**src/rtl/vga_pkg.sv**
```systemverilog
// Shared constants and types for the VGA ball peripheral flush master.
package vga_pkg;

  localparam int unsigned MaxObjects = 20;
  localparam int unsigned NumSlots   = MaxObjects + 2;
  localparam int unsigned SlotW      = 5;
  localparam int unsigned AddrW      = 5;
  localparam int unsigned DataW      = 32;

  localparam logic [AddrW-1:0] AddrBg   = 5'd0;
  localparam logic [AddrW-1:0] AddrLfsr = 5'd21;

  // Flush order: background, lfsr, then objects 0..MaxObjects-1.
  localparam logic [SlotW-1:0] SlotBg   = 5'd0;
  localparam logic [SlotW-1:0] SlotLfsr = 5'd1;
  localparam logic [SlotW-1:0] SlotObj0 = 5'd2;
  localparam logic [SlotW-1:0] SlotLast = 5'(NumSlots - 1);

  // Object payload field positions
  localparam int unsigned XMsb      = 31;
  localparam int unsigned XLsb      = 20;
  localparam int unsigned YMsb      = 19;
  localparam int unsigned YLsb      = 8;
  localparam int unsigned SpriteMsb = 7;
  localparam int unsigned SpriteLsb = 2;
  localparam int unsigned ActiveBit = 1;

  typedef enum logic [1:0] {
    UpdObject = 2'd0,
    UpdBg     = 2'd1,
    UpdLfsr   = 2'd2,
    UpdRsvd   = 2'd3
  } upd_kind_e;

  typedef enum logic [1:0] {
    StIdle,
    StScan,
    StWrite
  } state_e;

  function automatic logic [AddrW-1:0] slot_addr(logic [SlotW-1:0] slot);
    if (slot == SlotBg) begin
      return AddrBg;
    end else if (slot == SlotLfsr) begin
      return AddrLfsr;
    end
    return slot - 5'd1;
  endfunction

endpackage

```
**src/rtl/vga_shadow_table.sv**
```systemverilog
// Shadow register file with per-entry dirty bits; a set on the same entry beats a clear.
module vga_shadow_table
  import vga_pkg::*;
#(
  parameter int unsigned NumEntries = NumSlots
) (
  input  logic             clk_i,
  input  logic             rst_ni,
  input  logic             we_i,
  input  logic [SlotW-1:0] waddr_i,
  input  logic [DataW-1:0] wdata_i,
  input  logic [SlotW-1:0] raddr_i,
  output logic [DataW-1:0] rdata_o,
  output logic             rdirty_o,
  input  logic             clr_i,
  input  logic [SlotW-1:0] clr_addr_i
);

  logic [DataW-1:0]      data_q [NumEntries];
  logic [NumEntries-1:0] dirty_q, dirty_d;

  always_comb begin
    dirty_d = dirty_q;
    if (clr_i) begin
      dirty_d[clr_addr_i] = 1'b0;
    end
    if (we_i) begin
      dirty_d[waddr_i] = 1'b1;
    end
  end

  always_ff @(posedge clk_i or negedge rst_ni) begin
    if (!rst_ni) begin
      for (int i = 0; i < NumEntries; i++) begin
        data_q[i] <= '0;
      end
      dirty_q <= '0;
    end else begin
      if (we_i) begin
        data_q[waddr_i] <= wdata_i;
      end
      dirty_q <= dirty_d;
    end
  end

  assign rdata_o  = data_q[raddr_i];
  assign rdirty_o = dirty_q[raddr_i];

endmodule

```
**src/rtl/vga_obj_flush_master.sv**
```systemverilog
// Avalon-MM write initiator: shadows producer updates and flushes dirty entries once per frame.
module vga_obj_flush_master
  import vga_pkg::*;
(
  input  logic             clk_i,
  input  logic             rst_ni,
  input  logic             upd_valid_i,
  output logic             upd_ready_o,
  input  logic [1:0]       upd_kind_i,
  input  logic [4:0]       upd_idx_i,
  input  logic [DataW-1:0] upd_data_i,
  input  logic             frame_sync_i,
  output logic [AddrW-1:0] avm_address_o,
  output logic [DataW-1:0] avm_writedata_o,
  output logic             avm_write_o,
  output logic             avm_chipselect_o,
  input  logic             avm_waitrequest_i,
  output logic             busy_o,
  output logic             overrun_o,
  input  logic             overrun_clr_i
);

  state_e           state_q, state_d;
  logic [SlotW-1:0] ptr_q, ptr_d;
  logic [AddrW-1:0] addr_q, addr_d;
  logic [DataW-1:0] wdata_q, wdata_d;
  logic             write_q, write_d;
  logic             overrun_q, overrun_d;

  logic             upd_we;
  logic [SlotW-1:0] upd_slot;
  logic [DataW-1:0] rd_data;
  logic             rd_dirty;
  logic             clr_dirty;

  // Reserved kinds and out-of-range object indices are accepted but dropped.
  always_comb begin
    upd_we   = 1'b0;
    upd_slot = '0;
    if (upd_valid_i) begin
      unique case (upd_kind_e'(upd_kind_i))
        UpdObject: begin
          if (upd_idx_i < 5'(MaxObjects)) begin
            upd_we   = 1'b1;
            upd_slot = upd_idx_i + SlotObj0;
          end
        end
        UpdBg: begin
          upd_we   = 1'b1;
          upd_slot = SlotBg;
        end
        UpdLfsr: begin
          upd_we   = 1'b1;
          upd_slot = SlotLfsr;
        end
        UpdRsvd: begin
          upd_we = 1'b0;
        end
        default: begin
          upd_we = 1'b0;
        end
      endcase
    end
  end

  vga_shadow_table #(
    .NumEntries(NumSlots)
  ) u_shadow (
    .clk_i      (clk_i),
    .rst_ni     (rst_ni),
    .we_i       (upd_we),
    .waddr_i    (upd_slot),
    .wdata_i    (upd_data_i),
    .raddr_i    (ptr_q),
    .rdata_o    (rd_data),
    .rdirty_o   (rd_dirty),
    .clr_i      (clr_dirty),
    .clr_addr_i (ptr_q)
  );

  always_comb begin
    state_d   = state_q;
    ptr_d     = ptr_q;
    addr_d    = addr_q;
    wdata_d   = wdata_q;
    write_d   = write_q;
    clr_dirty = 1'b0;
    unique case (state_q)
      StIdle: begin
        if (frame_sync_i) begin
          state_d = StScan;
          ptr_d   = '0;
        end
      end
      StScan: begin
        if (rd_dirty) begin
          state_d = StWrite;
          addr_d  = slot_addr(ptr_q);
          wdata_d = rd_data;
          write_d = 1'b1;
        end else if (ptr_q == SlotLast) begin
          state_d = StIdle;
        end else begin
          ptr_d = ptr_q + 5'd1;
        end
      end
      StWrite: begin
        if (!avm_waitrequest_i) begin
          clr_dirty = 1'b1;
          write_d   = 1'b0;
          if (ptr_q == SlotLast) begin
            state_d = StIdle;
          end else begin
            state_d = StScan;
            ptr_d   = ptr_q + 5'd1;
          end
        end
      end
      default: begin
        state_d = StIdle;
      end
    endcase
  end

  // A frame_sync that cannot start a flush is flagged; the set beats a same-cycle clear.
  always_comb begin
    overrun_d = overrun_q;
    if (frame_sync_i && (state_q != StIdle)) begin
      overrun_d = 1'b1;
    end else if (overrun_clr_i) begin
      overrun_d = 1'b0;
    end
  end

  always_ff @(posedge clk_i or negedge rst_ni) begin
    if (!rst_ni) begin
      state_q   <= StIdle;
      ptr_q     <= '0;
      addr_q    <= '0;
      wdata_q   <= '0;
      write_q   <= 1'b0;
      overrun_q <= 1'b0;
    end else begin
      state_q   <= state_d;
      ptr_q     <= ptr_d;
      addr_q    <= addr_d;
      wdata_q   <= wdata_d;
      write_q   <= write_d;
      overrun_q <= overrun_d;
    end
  end

  assign upd_ready_o      = 1'b1;
  assign avm_address_o    = addr_q;
  assign avm_writedata_o  = wdata_q;
  assign avm_write_o      = write_q;
  assign avm_chipselect_o = write_q;
  assign busy_o           = (state_q != StIdle);
  assign overrun_o        = overrun_q;

endmodule

```
**config.mk**
```make
export PLATFORM = sky130hd
export DESIGN_NAME = vga_obj_flush_master
export DESIGN_NICKNAME = d
export VERILOG_FILES = /design/src/rtl/vga_pkg.sv /design/src/rtl/vga_shadow_table.sv /design/src/rtl/vga_obj_flush_master.sv
export SDC_FILE = /design/constraint.sdc
export NUM_CORES = 1
export LEC_CHECK = 0
export CORE_MARGIN = 10
export CORE_UTILIZATION = 30
export CTS_BUF_LIST = sky130_fd_sc_hd__clkbuf_16
export DETAILED_ROUTE_END_ITERATION = 16
export PLACE_DENSITY_LB_ADDON = 0.2
export RECOVER_POWER = 25
export SETUP_SLACK_MARGIN = 0.4
export SYNTH_ARGS = -nofsm -noshare
export SYNTH_HDL_FRONTEND = slang
export SYNTH_SLANG_ARGS = --single-unit
```
**constraint.sdc**
```tcl
create_clock -name clk_i -period 3.4 [get_ports clk_i]
set_clock_uncertainty 0.2 [all_clocks]
set_input_delay 0.68 -clock clk_i [delete_from_list [all_inputs] [get_ports clk_i]]
set_output_delay 0.68 -clock clk_i [all_outputs]
set_load 0.05 [all_outputs]
```
Yosys cells after proc, flatten, opt, wreduce, memory -nomap -nowiden. Index checks and enable logic that the tools add are counted.

Memories: 0. ROM bits: 0. Register bits after elaboration: 772. Output and inout bits: 42. Latch bits: 0. Bits in writable memories: 0. Input bits: 45.

Bitwise gates (word level): 5. Divide/modulo/power cells: 0. $add $sub $neg: 3. Equal/unequal tests: 12. Reductions and logical operators: 16. Shift-type cells: 0. Magnitude comparators: 8. Multipliers: 0. Muxes and demuxes: 45.

Operators with widths (count): 704-bit bitwise mux (1); 32-bit binary-select mux with 5-bit select (1); 32-bit demux with 5-bit select (1); 32-bit 2-to-1 mux (3); 5-bit 2-to-1 mux (9); 22-bit 2-to-1 mux (2); 22-bit AND (1); 22-bit NOT (1); 22-bit bitwise OR (1); 1-bit 2-to-1 mux (16); 5-bit case mux with 3 select lines (1); 6-bit >= comparator, second input constant (2); 5-bit by 6-bit less-than comparator with 1-bit output, second input constant (2); 5-bit NOT with 6-bit output (2); 1-bit demux with 5-bit select (2); 5-bit by 1-bit >= comparator with 1-bit output, second input constant (2); 5-bit case mux with 2 select lines (1); 2-bit 2-to-1 mux (4); 2-bit inequality test, second input constant (4); 2-bit equality test, second input constant (3); 6-bit by 1-bit less-than comparator with 1-bit output, second input constant (1); 2-bit case mux with 3 select lines (1); 3-bit AND reduction (2); 2-bit nonzero test (3); other kinds (18) (23).

Depth between registers and ports, before layout.
Depth after elaboration: 10. Gate-level depth with buffers: 10.

Hierarchy. A second synthesis with hierarchy kept.

Cell total of the unflattened synthesis: 2358. Area total of the unflattened synthesis: 35222.5 um2.

Modules (own cells, without submodules): vga_shadow_table (seq. area each 18167.4 um2, cells each 2175, times used 1, area an instance 33005.4 um2); vga_obj_flush_master (seq. area each 1151.1 um2, cells each 183, times used 1, area an instance 2217.1 um2).

Worst setup path before layout. OpenSTA, ideal clock, no wires.

Kind: input to register. Start point: input port upd_idx_i[1]. End point: register u_shadow.data_q[241] in the netlist's numbering. Slack: 0.591 ns. Required time: 3.075 ns. Data arrival time: 2.484 ns. Library setup time: 0.125 ns. Stages on the path: 9. Path through: ha_1 nor2b_1 a21oi_1 or3_1 nor3_2 and2_1 buf_2 buf_4 mux2_2.

Word-level cells in the longest chain between the ends: 10.

RTL lines: start: declaration (line vga_obj_flush_master.sv:10) `input logic [4:0] upd_idx_i,`; 5-bit by 2-bit adder with 5-bit output / 5-bit less-than comparator (equally long branches) (line vga_obj_flush_master.sv:45, vga_obj_flush_master.sv:43); 5-bit 2-to-1 mux (line vga_obj_flush_master.sv:43) `if (upd_idx_i < 5'(MaxObjects)) begin`; 5-bit case mux with 2 select lines (line vga_obj_flush_master.sv:41) `unique case (upd_kind_e'(upd_kind_i))`; 5-bit 2-to-1 mux (line vga_obj_flush_master.sv:40) `if (upd_valid_i) begin`; 5-bit NOT with 6-bit output (implied by the code) (line vga_shadow_table.sv:40) `data_q[waddr_i] <= wdata_i;`; 6-bit >= comparator (implied by the code) / 6-bit by 1-bit less-than comparator with 1-bit output (equally long branches) (line vga_shadow_table.sv:40); 1-bit logical AND (implied by the code) (line vga_shadow_table.sv:40); 32-bit 2-to-1 mux (implied by the code) (line vga_shadow_table.sv:40); 32-bit demux with 5-bit select (line vga_shadow_table.sv:40); 704-bit bitwise mux (line vga_shadow_table.sv:40); end signal: indexed assignment (line vga_shadow_table.sv:40); end: declaration (line vga_shadow_table.sv:19) `logic [DataW-1:0] data_q [NumEntries];`.

Several ways; a longest one is shown, not always the timed one. A chain may end at the register's enable or synchronous reset.

Worst setup path in the final report.
Start point: register ptr_q[4]. End point: register wdata_q[3] (netlist: avm_writedata_o[3]).

Word-level cells in the longest chain between the ends: 4.

RTL lines: start: declaration (line vga_obj_flush_master.sv:24) `logic [SlotW-1:0] ptr_q, ptr_d;`; start signal: assignment (line vga_obj_flush_master.sv:145) `ptr_q <= ptr_d;`; 5-bit NOT with 6-bit output (implied by the code) (line vga_shadow_table.sv:46) `assign rdata_o = data_q[raddr_i];`; 32-bit binary-select mux with 5-bit select (line vga_shadow_table.sv:46); 32-bit 2-to-1 mux (implied by the code) (2 in series) (line vga_shadow_table.sv:46); end signal: assignment (line vga_obj_flush_master.sv:147) `wdata_q <= wdata_d;`; end: declaration (line vga_obj_flush_master.sv:26) `logic [DataW-1:0] wdata_q, wdata_d;`.

Several ways; a longest one is shown, not always the timed one. The select of a mux whose other input is x is not followed.

==> metrics.md <==
| Metric | Value |
|---|---|
| Power density over the cells | 645 mW/mm2 |
| Total routing resource utilization after global routing | 0.154 |
| Fraction of the cycle the final worst path needs | 0.865 |
| Launching element type of the critical path | register |
| DRC errors left | 0 |
| Minimum hold slack | 0.275 ns |
| Post-synth ARST share | 1.00 |
| Met3 routing resource usage after global routing | 0.0256 |
| Global-route met2 utilization | 0.264 |
| Slowest cell delay on critical path | 0.61 ns |
| Setup repair after global routing missed its margin | yes |
| Synth unique cells | 55 |
| Flip-flop and latch area | 0.0193 mm2 |
| Share of cells above drive strength 1 | 0.371 |
| Area occupied by multi-input gates | around 0.015 mm2 |
| M1 GR Usage | 0.201 |
| Sink Count | 772 |
| Required time at the endpoint of the critical path | 3.73 ns |
| Minimum setup slack among reg-to-reg paths | 0.46 ns |
| Avg Cell Area, Syn | 13.4 um2 |
| Total Power Consumption | 27.0 mW |
| Maximum level of the CTS H-tree | 3 |
| Final global-route overflow total | 0 |
| Share of the synthesized area in the top cell type | 0.549 |
| Sequential element share of the synthesized area | 0.549 |
| CTS tree | yes |
| Min-Delay Path Class | register to register |
| Failing checks | capacitance limit, slew limit |
| Die X-Extent | 363 um |
| Net count of the mapped netlist | 2676 |
| Detailed-router iteration count before antenna repair | 5 |
| Core Footprint | 0.116 mm2 |
| Top-Level Pins | 87 |
| Busiest layer in global routing | met2 |
| Root cell of the clock tree | sky130_fd_sc_hd__clkbuf_16 |
| Largest cells by area after synthesis | sky130_fd_sc_hd__dfrtp_1, sky130_fd_sc_hd__mux2_2, sky130_fd_sc_hd__mux2i_1, sky130_fd_sc_hd__o22ai_1, sky130_fd_sc_hd__clkbuf_1 |
| Most frequent standard cell in the layout excluding fill and tap cells | sky130_fd_sc_hd__dfrtp_1 |
| Path type of the worst setup path | register to register |
| Num CTS Buffers | 89 |
| Number of placed instances with taps included | 4125 |
| Post-synth EDFFs | 0 |
| DR iter-0 viols | about 1.3k |
| Die boundary height | approximately 360 um |
| Final setup viols | 0 |
| Post-layout nets | about 2.8k |
| Cell chain of the critical path | nor2_1 -> nand3b_1 -> buf_12 -> o22ai_1 -> nor3_1 -> o211ai_1 -> mux2_2 |
| Vias in the first global route | 23.9k |
| P&R area growth vs syn | 18.7% |
| Global-route wire length before repair | around 160 mm |
| CP max stage cell | sky130_fd_sc_hd__dfrtp_2 |
| Remaining antenna violation count | 0 |
| Most frequent cells in the layout | sky130_fd_sc_hd__dfrtp_1, sky130_fd_sc_hd__mux2_2, sky130_fd_sc_hd__mux2i_1, sky130_fd_sc_hd__o22ai_1, sky130_fd_sc_hd__clkbuf_16 |
| Standby leakage power | 19.2 nW |
| Critical path data arrival time | 3.27 ns |
| Pins Over Slew Limit | 89 |
| Register bit count reported by yosys | 772 |
| Final core area utilization | 0.359 |
| Post-synthesis instance area | ~0.035 mm2 |
| Placer Congestion | 0.788 |
| Measured slew at the worst slew-check pin | 1.89 ns |
| # rows | 125 |
| Detailed placement HPWL | 63.8 mm |
| Buffer depth of the longest clock path | 3 |
| Non-filler instance count after layout | about 4.3k |
| Critical path peak fanout | 31 |
| Clock slew at reported path FFs | 0.06 ns |
| Wire per inst | around 24 um |
| Largest net degree at the start of global routing | 121 |
| Antenna violations before repair | 6 |
| Total Routed Length | between 100 and 150 mm |
| Starting density of the core | 0.303 |
| Final min period | 2.94 ns |
| Hold Vio Cnt, Final | 0 |
| Number of max-cap violations | 3 |
| Vias | 22.1k |
| Yosys warning count | 0 |
| Max Freq | ~340 MHz |
| Clock insertion delay at the later pin of the skew report | around 0.65 ns |
| Peak ir drop on the vdd network | 0.456 mV |
| Status | finished, violations left |
| Crit. End Element | register |
| Post-synthesis cell count | 2618 |
| Number of fill cells in the layout | 11.2k |
| Vias per std cell | about 5.1 |
| Count of input and output buffers | between 80 and 90 |
| Area of the die | 0.131 mm2 |
| Max transition margin | -0.257 |
| Library cell occupying the most area in the post-synthesis netlist | sky130_fd_sc_hd__dfrtp_1 |
| Main synth FF type | sky130_fd_sc_hd__dfrtp_1 |
-- logic make-up after synthesis --
kind of cell | Yosys count | synth area share
buffers and inverters | 257 | 0.0316
adder cells (fa/ha/maj) | 13 | 0.00462
other | 1 | 0.000107
XOR/XNOR | 2 | 0.000498
multiplexers | 1035 | 0.324
flip-flops | 772 | 0.549
AND/OR/NAND/NOR | 217 | 0.0298
AO/OA/AOI/OAI | 321 | 0.0602
-- worst max-delay path: cells and delay by family (launching register included) --
| kind | cells | cell delay [ns] |
|---|---|---|
| muxes | 1 | 0.38 |
| DFF | 1 | 0.61 |
| AOI/OAI and AO/OA | 2 | 0.55 |
| buffers and inverters | 1 | 0.26 |
| and+or+nand+nor | 3 | 0.76 |
-- final timing paths --
check                                             start                                to  cells past startpoint
max in group asynchronous                        rst_ni  u_shadow.data_q[665]$_DFFE_PN0P_                      4
min in group asynchronous                        rst_ni  u_shadow.data_q[641]$_DFFE_PN0P_                      2
hold / removal             avm_address_o[2]$_DFFE_PN0P_      avm_address_o[2]$_DFFE_PN0P_                      1
setup / recovery                   ptr_q[4]$_DFFE_PN0P_    avm_writedata_o[3]$_DFFE_PN0P_                      7
setup reg to reg                   ptr_q[4]$_DFFE_PN0P_    avm_writedata_o[3]$_DFFE_PN0P_                      7
hold reg to reg            avm_address_o[2]$_DFFE_PN0P_      avm_address_o[2]$_DFFE_PN0P_                      1
-- synth_stat cells (3+ instances only) --
library cell and number:
sky130_fd_sc_hd__buf_6 4, sky130_fd_sc_hd__and2_1 7, sky130_fd_sc_hd__ha_1 13, sky130_fd_sc_hd__a21oi_1 9, sky130_fd_sc_hd__buf_1 20, sky130_fd_sc_hd__nor4_1 4, sky130_fd_sc_hd__or3_1 3, sky130_fd_sc_hd__o211ai_1 31
sky130_fd_sc_hd__mux2i_1 296, sky130_fd_sc_hd__o22ai_1 133, sky130_fd_sc_hd__nand2b_1 6, sky130_fd_sc_hd__mux2_2 692, sky130_fd_sc_hd__nand4bb_1 3, sky130_fd_sc_hd__inv_1 14, sky130_fd_sc_hd__a21o_1 4, sky130_fd_sc_hd__o31ai_1 4
sky130_fd_sc_hd__nand3b_1 3, sky130_fd_sc_hd__a22oi_1 31, sky130_fd_sc_hd__or4b_1 3, sky130_fd_sc_hd__o21ai_0 27, sky130_fd_sc_hd__mux4_2 3, sky130_fd_sc_hd__dfrtp_1 772, sky130_fd_sc_hd__nand3_1 12, sky130_fd_sc_hd__clkbuf_1 134
sky130_fd_sc_hd__a221oi_1 3, sky130_fd_sc_hd__nor3_1 38, sky130_fd_sc_hd__buf_2 80, sky130_fd_sc_hd__nand2_1 51, sky130_fd_sc_hd__a211oi_1 32, sky130_fd_sc_hd__mux2_1 18, sky130_fd_sc_hd__buf_4 5, sky130_fd_sc_hd__a31oi_1 33
sky130_fd_sc_hd__nor2_1 73, sky130_fd_sc_hd__o21ai_1 3, sky130_fd_sc_hd__mux2_4 26
-- metal layers --
metal | vias up | wire length [um]
met5 | - | 18
met4 | 4 | 2320
met3 | 167 | 3440
met2 | 381 | 50500
met1 | 11800 | 46200
li1 | 9763 | -
-- state kept, by name (all words and copies together) (netlist names) --
| signal | count |
|---|---|
| state_q | 2 |
| overrun_o | 1 |
| avm_chipselect_o | 1 |
| u_shadow.data_q | 704 |
| avm_address_o | 5 |
| avm_writedata_o | 32 |
| u_shadow.dirty_q | 22 |
| ptr_q | 5 |
-- final cells by class --
cell class,count,area share
Timing Repair Buffer,235,0.0666
Tap cell,1524,0.0456
Multi-Input combinational cell,1589,0.356
Antenna cell,1,0.0000599
Inverter,14,0.00126
Clock buffer,92,0.0551
Sequential cell,772,0.463
Clock inverter,73,0.0128
-- metrics by stage --
| step | TNS, ns | area (um2) | worst slack (ns) |
|---|---|---|---|
| floorplan | 0 | 35200 | 0.591 |
| global placement | -39.79 | 38900 | -0.200 |
| detailed placement | -29.61 | 38900 | -0.185 |
| CTS | 0 | 41800 | 0.419 |
| global route | 0 | 41800 | 0.244 |
| finish | 0 | 41800 | 0.461 |
-- report_power, final --
part | total (mW) | switching, mW | internal, mW
logic | 7.05 | 4.10 | 2.95
clock network | 9.35 | 3.87 | 5.48
registers | 10.6 | 0.504 | 10.0
total | 27.0 | 8.48 | 18.5
-- what timing repair did --
action,4_1_cts,5_1_grt
setup endpoints to repair,40,11
setup buffers,5,3
pin swaps,1,0
hold buffers,1,0
resized for setup,4,2
hold endpoints to repair,27,0
(Power assumes the default switching activity.)
